--- config.mk ---
export PLATFORM = sky130hd
export DESIGN_NAME = binary_to_ascii
export DESIGN_NICKNAME = d
export VERILOG_FILES = /design/src/rtl/binary_to_ascii.sv
export SDC_FILE = /design/constraint.sdc
export NUM_CORES = 1
export LEC_CHECK = 0
export BUFFER_PORTS_ARGS = -buffer_cell sky130_fd_sc_hd__clkbuf_2
export CAP_MARGIN = 20
export CORE_AREA = 3 3 40 42
export CTS_CLUSTER_DIAMETER = 100
export DETAILED_ROUTE_END_ITERATION = 12
export DIE_AREA = 0 0 43 45
export PLACE_DENSITY = 0.76
export SYNTH_ARGS = -nofsm -noshare
export SYNTH_HDL_FRONTEND = slang
export SYNTH_SLANG_ARGS = --single-unit
export TNS_END_PERCENT = 10
--- constraint.sdc ---
create_clock -name clock -period 0.8 [get_ports clock]
set_input_delay 0.04 -clock clock [delete_from_list [all_inputs] [get_ports clock]]
set_output_delay 0.04 -clock clock [all_outputs]
set_load 0.02 [all_outputs]
--- src/rtl/binary_to_ascii.sv ---
// Registered binary digit to ASCII hex character converter.
// One-cycle latency; out-of-range inputs map to '?' with invalid set.
module binary_to_ascii (
    input  logic       clock,
    input  logic       reset_n,
    input  logic [7:0] binary_in,
    output logic [7:0] ascii_out,
    output logic       invalid
);

    logic [7:0] next_ascii;
    logic       next_invalid;

    // 'A' - 10 = 8'h37, so letters need a single add like digits do
    always_comb begin
        next_ascii   = 8'h3F;
        next_invalid = 1'b1;
        unique case (1'b1)
            (binary_in <= 8'd9): begin
                next_ascii   = 8'h30 + binary_in;
                next_invalid = 1'b0;
            end
            (binary_in >= 8'd10 && binary_in <= 8'd15): begin
                next_ascii   = 8'h37 + binary_in;
                next_invalid = 1'b0;
            end
            (binary_in >= 8'd16): begin
                next_ascii   = 8'h3F;
                next_invalid = 1'b1;
            end
        endcase
    end

    always_ff @(posedge clock or negedge reset_n) begin
        if (!reset_n) begin
            ascii_out <= 8'h00;
            invalid   <= 1'b0;
        end else begin
            ascii_out <= next_ascii;
            invalid   <= next_invalid;
        end
    end

endmodule

Word-level counts from Yosys, hierarchy flattened
Cells that the tools add are included.
{ "totals": {"out_inout_bits": 9, "inputBits": 10, "wordCells": 12, "ff_bits": 9} }
{ "op_classes": {"order_cmp": 4, "mux": 2, "reduce_logical": 2, "add_sub_neg": 2} }
{ "ops": {"columns": ["operator", "count"], "rows": [
  ["8-bit case mux with 3 select lines", 1],
  ["6-bit by 8-bit adder with 8-bit output (first input constant)", 2],
  ["8-bit by 4-bit less-or-equal comparator with 1-bit output (second input constant)", 2],
  ["8-bit by 4-bit >= comparator with 1-bit output (second input constant)", 1],
  ["8-bit by 5-bit >= comparator with 1-bit output (second input constant)", 1],
  ["1-bit case mux with 2 select lines", 1],
  ["2-bit OR reduction", 1],
  ["1-bit logical AND", 1]
]} }

Depth between registers and ports, before layout
Gate-level depths: netlist of run 1.
{ "depth": {"depth_word": 4, "ltp_mapped": 5} }

Worst setup path before layout of run 1
OpenSTA, ideal clock, no wires.
{ "synth_path": {"path_type": "input port to flip-flop", "from": "input binary_in[5]", "to": "register ascii_out[1]", "required_ns": 0.660, "path_stages": 5, "setup_slack_ns": -0.303, "setup_ns": 0.140, "arrival_ns": 0.963, "path_cell_list": "inv_1 > ha_1 > or3b_4 > a31oi_4 > o211ai_1"} }
{ "synth_via": {"elab_chain_len": 3, "elab_cells_between_ends": 6, "classes_between": "4 x order compare; 1 x mux; 1 x reduce/logical"} }
{ "synth_rtl": {"columns": ["element", "line", "text"], "rows": [
  ["start, declared", "6", "input logic [7:0] binary_in,"],
  ["8-bit by 4-bit >= comparator with 1-bit output / 8-bit by 4-bit less-or-equal comparator with 1-bit output (equally long branches)", "23", "(binary_in >= 8'd10 && binary_in <= 8'd15): begin"],
  ["1-bit logical AND", "23", null],
  ["8-bit case mux with 3 select lines (*)", "18", "unique case (1'b1)"],
  ["via next_ascii[1]", "11", "logic [7:0] next_ascii;"],
  ["end signal, assigned", "39", "ascii_out <= next_ascii;"],
  ["end, declared", "7", "output logic [7:0] ascii_out,"]
]} }
Mark *: on every way through the listed nets, which the timed path passes. The rest lies on a longest branch.

Worst setup path after layout of run 1
Ends and elaborated chain as after synthesis.

==> results.md, run 1 <==
* Share of cells above drive strength 1 at 0.600
* Adder-cell share of the synthesized area at 0.0744
* Final nets at between 90 and 100
* Power per standard cell area at between 1000 and 1500 nW/um^2
* Clk Tree Root Cell: clkbuf_4
* GR peak layer: met2
* Setup crit start kind: primary input
* Met2 Use GR at 0.198
* Drt drc at 0
* Antenna-violating nets left at 0
* DR vias/cell at around 4.6
* Worst setup margin at -0.173 ns
* Worst path max stage delay at about 0.4 ns
* Sequential share of the synthesized area at 0.447
* GR Util All Layers at 0.120
* First-pass GRT wire length at between 1500 and 2000 um
* Diodes inserted at 0
* Antenna violations before repair at 0
* MaxCap Viol Count at 0
* FF/Latch Area at 225 um^2
* Largest delay share family, worst path: simple AND/OR/NAND/NOR gates
* Post-Synth XOR/XNOR Area at 0.0174
* Hold path cells at 4
* Hold/Removal Path Class: in2reg
* Async set-or-reset flop fraction in the synthesized netlist at 1.00
* Top-Level Pins at 19
* Synth Area in Simple Gates at 0.194
* Hold Crit Start: binary_in[7]
* Synth Cell Area at a little over 500 um^2
* Hpwl dp at about 800 um
* Final Max Tran Viols at 0
* Max Fclk at ~1000 MHz
* Clock Tree Buf Depth at 2
* Most used DFF post-synth: dfrtp_1
* Die area at 1940 um^2
* Initial Util at 0.392
* Min Hold Slack at approximately 0.12 ns
* Grt met3 use at 0.0398
* Standby leakage power at approximately 0.35 nW
* Synth cell types at 24
* Core Footprint at between 1000 and 1500 um^2
* Synth Register Bits at 9
* Number of global-route vias before repair at approximately 390
* CTS buffer count at 3
* Worst Hold End: invalid
* CP max FO at 7
* Pin count of the biggest net entering global routing at 10
* Die W at 43 um
* VDD IR max at between 0.0005 and 0.0006 V
* Routability cong. at a little under 0.8
* Complex-gate fraction of the synthesized area at 0.201
* Area growth from synthesis to layout at 61.8%
* Final setup fails at 12
* Yosys warnings at 0
* Req. time, crit path at about 0.92 ns
* Largest family of logic cells by synthesized area: compound AO/OA/AOI/OAI gates
* Failing checks: negative setup slack
* Routed WL per cell at around 11 um
* Filler cell count in the final layout at ~110
* DRT iter0 DRCs at 1
* DR vias at 435
* Critical path class: in2reg
* H-tree depth at 1
* Worst EP arrival at approximately 1.1 ns
* Clock-pin transition on the worst setup and hold timing paths at ~0.060 ns
* Number of synthesized flops with an enable pin at 0
* Tmin final at between 0.9 and 1 ns
* Critical path capture point type: register
* Multi-input logic area at between 200 and 300 um^2
* Grt total ovfl at 0
* Fin. Hold Viols at 0
* CTS tree: built
* Post-Syn Area per Cell at 11.5 um^2
* Buf/Inv on CP at 2
* Mux cell area share after synthesis at 0
* CTS sink cnt at 9
* Status: complete, but fails checks
* Die height at 45 um
* Fin Setup TNS at -0.898 ns
* RSZ-0062 raised after global routing: true
* Mapped Cells at 44
* WL final at roughly 1000 um
* IO buf count at 18
* Cell Chain, Critical Path: clkbuf_16, inv_12, ha_4, or3b_4, a31oi_4, o211ai_1
* Row count at 13
* GRT met1 Usage at 0.136
* Pre-Repair DR Iteration Count at 2
* Number of nets produced by synthesis at 57
* Final period util at 1.22
* Critical-path top delay cell: or3b_4
## through the flow
stage          utilization  setup WS [ns]  instances  area [um^2]  power, mW
2_1_floorplan            -         -0.211         44          537      0.585
3_3_place_gp         0.570         -0.431         89          732      0.708
3_5_place_dp         0.570         -0.484         89          732      0.711
4_1_cts              0.621         -0.154         94          798       1.07
5_1_grt              0.635         -0.208         95          816       1.13
6_report             0.635         -0.173         95          816       1.06
## synth_stat cells, types with 2 or more instances
cell     count  area share
dfrtp_1      9        0.45
o21ai_1      2       0.020
nand2_1      5       0.037
inv_1        5       0.037
ha_1         3       0.074
nor3_1       2       0.020
## how the worst max path moves through the flow
stage	cells past startpoint	end	slack (ns)	startpoint
2_1_floorplan	5	ascii_out[1]	-0.21	binary_in[5]
5_1_grt	6	ascii_out[1]	-0.21	binary_in[5]
4_1_cts	6	ascii_out[1]	-0.15	binary_in[5]
6_report	6	ascii_out[1]	-0.17	binary_in[5]
3_3_place_gp	6	ascii_out[1]	-0.43	binary_in[5]
3_5_place_dp	6	ascii_out[1]	-0.48	binary_in[5]
## flip-flops by register name (all words and copies together), names as in the netlist
name and count:
ascii_out 8, invalid 1
## cell usage in the layout (no fill, tap or decap)
cell | synthesis | layout
ha_4 | 0 | 1
nor4_4 | 1 | 1
o31ai_4 | 1 | 1
nand2_1 | 5 | 5
and3_1 | 1 | 1
inv_1 | 5 | 3
a31oi_4 | 1 | 1
buf_4 | 0 | 14
o211ai_1 | 1 | 1
or3b_4 | 1 | 1
o31a_1 | 1 | 1
conb_1 | 1 | 1
nor2b_2 | 0 | 1
nand3_1 | 1 | 1
inv_12 | 0 | 1
o21ai_1 | 2 | 2
buf_2 | 0 | 5
xnor2_1 | 1 | 1
a211oi_1 | 1 | 1
clkbuf_4 | 0 | 3
o211ai_2 | 1 | 1
nor4_2 | 1 | 1
dfrtp_1 | 9 | 9
dlygate4sd3_1 | 0 | 1
inv_8 | 0 | 1
nor3_2 | 0 | 1
clkbuf_8 | 0 | 1
ha_1 | 3 | 1
ha_2 | 0 | 1
clkbuf_2 | 0 | 11
nor3_1 | 2 | 1
clkinv_2 | 0 | 1
nand2b_1 | 1 | 1
a21oi_1 | 1 | 1
clkbuf_16 | 0 | 1
o21a_1 | 1 | 1
## logic make-up (layout without fill, tap and decap cells)
group / Yosys count / in the layout
xor+xnor: 1 / 1
flops: 9 / 9
other cells: 1 / 1
buf+inv: 6 / 42
simple gates: 14 / 14
compound gates: 10 / 10
fa+ha+maj: 3 / 3
## cell type report
| class | instances | area share |
|---|---|---|
| clock inverters | 1 | 0.00613 |
| inverters | 5 | 0.0475 |
| flip-flops and latches | 9 | 0.276 |
| multi-input cells | 29 | 0.333 |
| clock buffers | 3 | 0.0276 |
| repair buffers | 33 | 0.287 |
| well taps | 15 | 0.0230 |
## metal layers
layer / vias up / wire length, um
met5: - / 0
met4: 0 / 17
met3: 2 / 86
met2: 17 / 517
met1: 193 / 404
li1: 223 / -
## repair_timing
action                     CTS  global route
setup endpoints to repair   16            17
hold endpoints to repair     9             0
pin swaps                    1             3
buffers inserted             0             1
hold buffers                 1             0
resized for setup            5             8
## power by group
group / switching [mW] / internal, mW
clock: 0.149 / 0.184
sequential: 0.00272 / 0.466
combinational: 0.128 / 0.128
total: 0.280 / 0.778
## worst min-delay path, stage by stage
cell and delay (ns):
clkbuf_2 0.08, or3b_4 0.13, a31oi_4 0.05, inv_1 0.05
No activity file was read; power rests on OpenSTA's default activity.
==> run 2: changes to the inputs <==
- CTS_BUF_LIST: unset -> sky130_fd_sc_hd__clkbuf_4 sky130_fd_sc_hd__clkbuf_8 sky130_fd_sc_hd__clkbuf_16
- clock period: 0.8 -> 1.2 ns (I/O delays scaled with it)
==> run 2 against run 1 <==
  * The flow now finishes without violations
  * Sequential cell count did not move
  * Total power fell by 35%
  * Sequential power fell by 33%
  * Setup slack gained 0.38 ns
  * Via count decreased by 5.3%
  * Wire length decreased by 13%
  * Hold slack got worse by 0.019 ns
  * Global-route usage decreased by 1.2 points
  * Non-clock buffer count decreased by 7
  * Final area is 15% lower
  * Largest cell class unchanged
  * Highest routed layer unchanged
==> results.md, run 2 (synthesis results as in run 1) <==
* Antenna-violating nets left at 0 (unchanged)
* Core Footprint at 1280 um^2 (unchanged)
* Drt drc at 0 (unchanged)
* Worst EP arrival at 1.11 ns (+0.02 ns)
* Critical path capture point type: register
* Diodes inserted at 0 (unchanged)
* First-pass GRT wire length at 1440 um (-14%)
* Tmin final at approximately 0.99 ns
* CP max FO at 7 (unchanged)
* Cell Chain, Critical Path: clkbuf_2, inv_1, ha_1, or3b_4, a31oi_4, o211ai_1
* Power per standard cell area at 989 nW/um^2 (-24%)
* Critical path class: in2reg
* WL final at 895 um (-13%)
* Buf/Inv on CP at 2 (unchanged)
* CTS tree: built
* Worst Hold End: ascii_out[6]
* Worst path max stage delay at 0.39 ns (about the same)
* CTS buffer count at 3 (unchanged)
* DR vias at 412 (-5.3%)
* VDD IR max at 0.000315 V (-37%)
* Critical-path top delay cell: or3b_4
* Hold Crit Start: binary_in[7]
* Clock-pin transition on the worst setup and hold timing paths at 0.05 ns (about the same)
* Hold/Removal Path Class: in2reg
* RSZ-0062 raised after global routing: false
* Pre-Repair DR Iteration Count at 4 (+2)
* Hold path cells at 3 (-1)
* Clock Tree Buf Depth at 2 (unchanged)
* Postcts setup bufs at 0 (unchanged)
* Antenna violations before repair at 0 (unchanged)
* Status: finished clean
* Die W at 43 um (unchanged)
* Setup crit start kind: primary input
* Number of global-route vias before repair at 351 (-9.1%)
* Standby leakage power at 0.312 nW (-12%)
* Die height at 45 um (unchanged)
* Most frequent cells in the layout: clkbuf_2 (18), dfrtp_1 (9), buf_4 (7)
* Regs by FF count: ascii_out x8, invalid x1
* Routed WL per cell at 10.2 um (-5.7%)
* Hpwl dp at 794 um (-1.2%)
* Pre-CTS WS at -0.0619 ns (+0.422 ns)
* GR Util All Layers at 0.108 (-0.0123)
* Final Max Tran Viols at 0 (unchanged)
* Pin count of the biggest net entering global routing at 10 (unchanged)
* Commonest non-fill, non-tap cell in the layout: clkbuf_2
* Final setup fails at 0 (-12)
* Most flop-heavy register: ascii_out
* Final instance area at 694 um^2 (-15%)
* MaxCap Viol Count at 0 (unchanged)
* CTS sink cnt at 9 (unchanged)
* H-tree depth at 1 (unchanged)
* Clk Tree Root Cell: clkbuf_4
* Share of cells above drive strength 1 at 0.479 (-0.121)
* Die area at 1940 um^2 (unchanged)
* DRT iter0 DRCs at 4 (+3)
* Area growth from synthesis to layout at 37.7%
* Final nets at 87 (-7.4%)
* Max Fclk at a little over 1000 MHz
* Placed Cells at 83 (-6.7%)
* Largest delay share family, worst path: simple AND/OR/NAND/NOR gates
* Grt total ovfl at 0 (unchanged)
* Worst setup margin at 0.206 ns (+0.379 ns)
* Filler-free cell count of the finished design at 88 (-7.4%)
* DR vias/cell at 4.68 (+2.2%)
* Routability cong. at 0.816 (+5.8%)
* Req. time, crit path at 1.32 ns (+0.40 ns)
* Initial Util at 0.392 (unchanged)
* Row count at 13 (unchanged)
* Final Util at 0.540 (-0.0944)
* Max FFs per register at 8 (unchanged)
* Final period util at 0.829
* Top-Level Pins at 19 (unchanged)
* IO buf count at 18 (unchanged)
* DP Area at 654 um^2 (-11%)
* Fin. Hold Viols at 0 (unchanged)
==> run 2: how the worst max path moves through the flow <==
stage	from	end	depth (start not counted)
after detailed placement	binary_in[5]	ascii_out[1]	6
after floorplan	binary_in[5]	ascii_out[1]	5
final	binary_in[5]	ascii_out[1]	6
after global routing	binary_in[5]	ascii_out[1]	6
after CTS	binary_in[5]	ascii_out[1]	6
after global placement	binary_in[5]	ascii_out[1]	6
==> run 2: per-stage QoR <==
step / hold WS (ns) / setup TNS [ns] / power, mW
floorplan: -0.236 / 0 / 0.384
global placement: -0.0860 / 0 / 0.446
detailed placement: -0.0825 / -0.237 / 0.450
CTS: 0.0974 / 0 / 0.699
global route: 0.0904 / 0 / 0.726
finish: 0.103 / 0 / 0.687
==> run 2: layout make-up <==
| type | instances | area (um^2) |
|---|---|---|
| sequential | 9 | 225 |
| fill | 121 | 591 |
| inverter | 5 | 18.8 |
| multi-input combinational | 29 | 249 |
| timing repair buffer | 26 | 153 |
| tap | 15 | 18.8 |
| clock buffer | 4 | 30.0 |
==> run 2: what timing repair did <==
item,in CTS,in global routing
hold endpoints to repair,9,0
hold buffers,1,0
resized for setup,0,0
==> run 2: layer usage <==
metal	GRT usage	up-vias	routed length, um
li1	-	215	-
met2	0.159	19	430
met4	0.108	0	29
met5	0	-	0
met1	0.118	174	333
met3	0.0398	4	102
==> run 2: power breakdown <==
part	internal (mW)	switching [mW]	leakage (nW)	total (mW)
sequential	0.311	0.00164	0.0885	0.312
combinational	0.0592	0.0741	0.205	0.133
clock	0.150	0.0913	0.0184	0.241
==> run 3: changes to the inputs <==
- ABC_AREA: unset -> 1
- PLACE_DENSITY: 0.76 -> 0.8
- clock period: 1.2 -> 1 ns (I/O delays scaled with it)
==> run 3 against run 2 <==
  * First-iteration DRC count rose by 50%
  * Critical endpoint is now ascii_out[3]
  * Global-route usage rose by 3.4 points
  * Area after synthesis rose by 9.9%
  * Largest power group unchanged
  * Via count rose by 25%
  * Sequential cell count did not move
  * Non-clock buffer count rose by 1
  * Hold slack got worse by 0.023 ns
  * Synthesized cell count rose by 43%
  * Final cell count rose by 24%
  * Largest cell class unchanged
  * Final area rose by 9.5%
==> results.md, run 3 <==
* Status: finished clean
* DR vias at 514 (+25%)
* Final Max Tran Viols at 0 (unchanged)
* Post-synth top area cell: dfrtp_1
* Grt total ovfl at 0 (unchanged)
* Design Power at 0.812 mW (+18%)
* WL final at 1110 um (+24%)
* Sequential share of the synthesized area at 0.406 (-0.0403)
* Worst EP arrival at 0.77 ns (-0.34 ns)
* Largest delay share family, worst path: flip-flops
* Antenna violations before repair at 0 (unchanged)
* Final instance area at 761 um^2 (+9.5%)
* Post-Syn Area per Cell at 8.80 um^2 (-23%)
* Synth cell types at 19 (-21%)
* Post-synth top cells: nand2_1 (15), dfrtp_1 (9), inv_1 (8)
* Count leader, synth: nand2_1
* Antenna-violating nets left at 0 (unchanged)
* Die height at 45 um (unchanged)
* Met2 Use GR at 0.263 (+0.105)
* First-pass GRT wire length at 2000 um (+39%)
* Area growth from synthesis to layout at 37.2%
* Critical-path top delay cell: dfrtp_1
* Pin count of the biggest net entering global routing at 10 (unchanged)
* Regs by FF count: ascii_out x8, invalid x1
* Diodes inserted at 0 (unchanged)
* Share of cells above drive strength 1 at 0.489 (+0.00991)
* CTS tree: built
* Final setup fails at 0 (unchanged)
* GR Util All Layers at 0.142 (+0.0335)
* Critical path class: reg2out
* Area contributors post-synth: dfrtp_1 (41%), nand2_1 (10%), ha_1 (6.8%), nor2_4 (6.1%), nand3_2 (5.4%)
* Die W at 43 um (unchanged)
* H-tree depth at 1 (unchanged)
* DP Area at 723 um^2 (+11%)
* Synth Cell Area at 554 um^2 (+9.9%)
* Yosys warnings at 0 (unchanged)
* Synth Register Bits at 9 (unchanged)
* CTS buffer count at 3 (unchanged)
* Yosys top cell area share at 0.406 (-0.0403)
* CTS resizes at 0 (unchanged)
* Final period util at 0.825
* Most flop-heavy register: ascii_out
* GRT met1 Usage at 0.145 (+0.0268)
* Max FFs per register at 8 (unchanged)
* Hold/Removal Path Class: in2reg
* Cell Chain, Critical Path: clkbuf_2
* Postcts setup bufs at 0 (unchanged)
* Number of global-route vias before repair at 501 (+43%)
* GR peak layer: met2
* Setup crit start kind: register
* Number of nets produced by synthesis at 76 (+33%)
* Final nets at 108 (+24%)
* Buf/Inv on CP at 1 (-1)
* Most frequent cells in the layout: clkbuf_2 (18), nand2_1 (15), dfrtp_1 (9)
* Initial Util at 0.431 (+0.0389)
* CP max FO at 1 (-6)
* Die area at 1940 um^2 (unchanged)
* MaxCap Viol Count at 0 (unchanged)
* Max Fclk at 1210 MHz
* DR vias/cell at 4.72 (+0.72%)
* CTS sink cnt at 9 (unchanged)
* VDD IR max at 0.000521 V (+65%)
* Most used DFF post-synth: dfrtp_1
* Top-Level Pins at 19 (unchanged)
* Drt drc at 0 (unchanged)
* Min Hold Slack at 0.0803 ns (-0.0229 ns)
* Row count at 13 (unchanged)
* Mapped Cells at 63 (+43%)
* Pre-Repair DR Iteration Count at 4 (unchanged)
* Fin. Hold Viols at 0 (unchanged)
* DRT iter0 DRCs at 6 (+2)
* Power per standard cell area at 1070 nW/um^2 (+7.9%)
* Worst path max stage delay at 0.37 ns (-0.02 ns)
* Clk Tree Root Cell: clkbuf_4
* Routability cong. at 0.892 (+9.2%)
* Hpwl dp at 967 um (+22%)
* Async set-or-reset flop fraction in the synthesized netlist at 1.00 (unchanged)
* Critical path capture point type: primary output
* Clock-pin transition on the worst setup and hold timing paths at 0.06 ns (about the same)
* Clock Tree Buf Depth at 2 (unchanged)
* Final Util at 0.592 (+0.0516)
* Tmin final at roughly 0.82 ns
* Standby leakage power at 0.373 nW (+19%)
* RSZ-0062 raised after global routing: false
* Req. time, crit path at 0.95 ns (-0.37 ns)
* Number of synthesized flops with an enable pin at 0 (unchanged)
* Grt met3 use at 0.0159 (-0.0239)
* IO buf count at 18 (unchanged)
* Commonest non-fill, non-tap cell in the layout: clkbuf_2
* Routed WL per cell at 10.2 um (about the same)
* Core Footprint at 1280 um^2 (unchanged)
==> run 3: path summary, 6_finish.rpt <==
check | end | depth (start not counted) | slack, ns | from
worst max-delay path | ascii_out[3] | 1 | 0.18 | ascii_out[3]
worst min-delay path | ascii_out[0] | 3 | 0.08 | binary_in[0]
max in group asynchronous | ascii_out[5] | 2 | 0.64 | reset_n
min in group asynchronous | ascii_out[6] | 2 | 0.17 | reset_n
==> run 3: per-stage QoR <==
| stage | setup TNS, ns | std cells | setup WS (ns) |
|---|---|---|---|
| 3_5_place_dp | -0.445 | 104 | -0.0950 |
| 6_report | 0 | 109 | 0.175 |
| 3_3_place_gp | -0.217 | 104 | -0.0705 |
| 4_1_cts | 0 | 109 | 0.163 |
| 5_1_grt | 0 | 109 | 0.0672 |
| 2_1_floorplan | 0 | 63 | 0.0648 |
==> run 3: area by class of cell <==
cell class / instances / area (um^2)
fillers: 124 / 524
flip-flops and latches: 9 / 225
inverters: 10 / 37.5
multi-input cells: 44 / 292
clock inverters: 1 / 5.00
clock buffers: 3 / 22.5
well taps: 15 / 18.8
repair buffers: 27 / 160
==> run 3: repair_timing <==
item | in CTS | in global routing
endpoints found under the hold margin | 9 | 0
setup endpoints to repair | 0 | 0
hold buffers | 1 | 0
==> run 3: per-layer routing <==
metal,up-vias,part of all wire
met3,2,0.059
met5,-,0
li1,261,-
met2,16,0.53
met4,0,0.013
met1,235,0.40
==> run 3: kinds of logic after synthesis <==
group                    Yosys count  share of synthesized area
AO/OA/AOI/OAI                      5                     0.0858
XOR/XNOR                           1                     0.0158
adder cells (fa/ha/maj)            3                     0.0677
buffers and inverters             10                     0.0677
flip-flops                         9                      0.406
other                              1                    0.00677
AND/OR/NAND/NOR                   34                      0.350
==> run 3: where the power goes <==
part	total, mW	internal (mW)	leakage (nW)	switching [mW]
Sequential	0.374	0.372	0.0884	0.00229
Clock	0.268	0.147	0.0177	0.121
Combinational	0.169	0.0693	0.266	0.0994
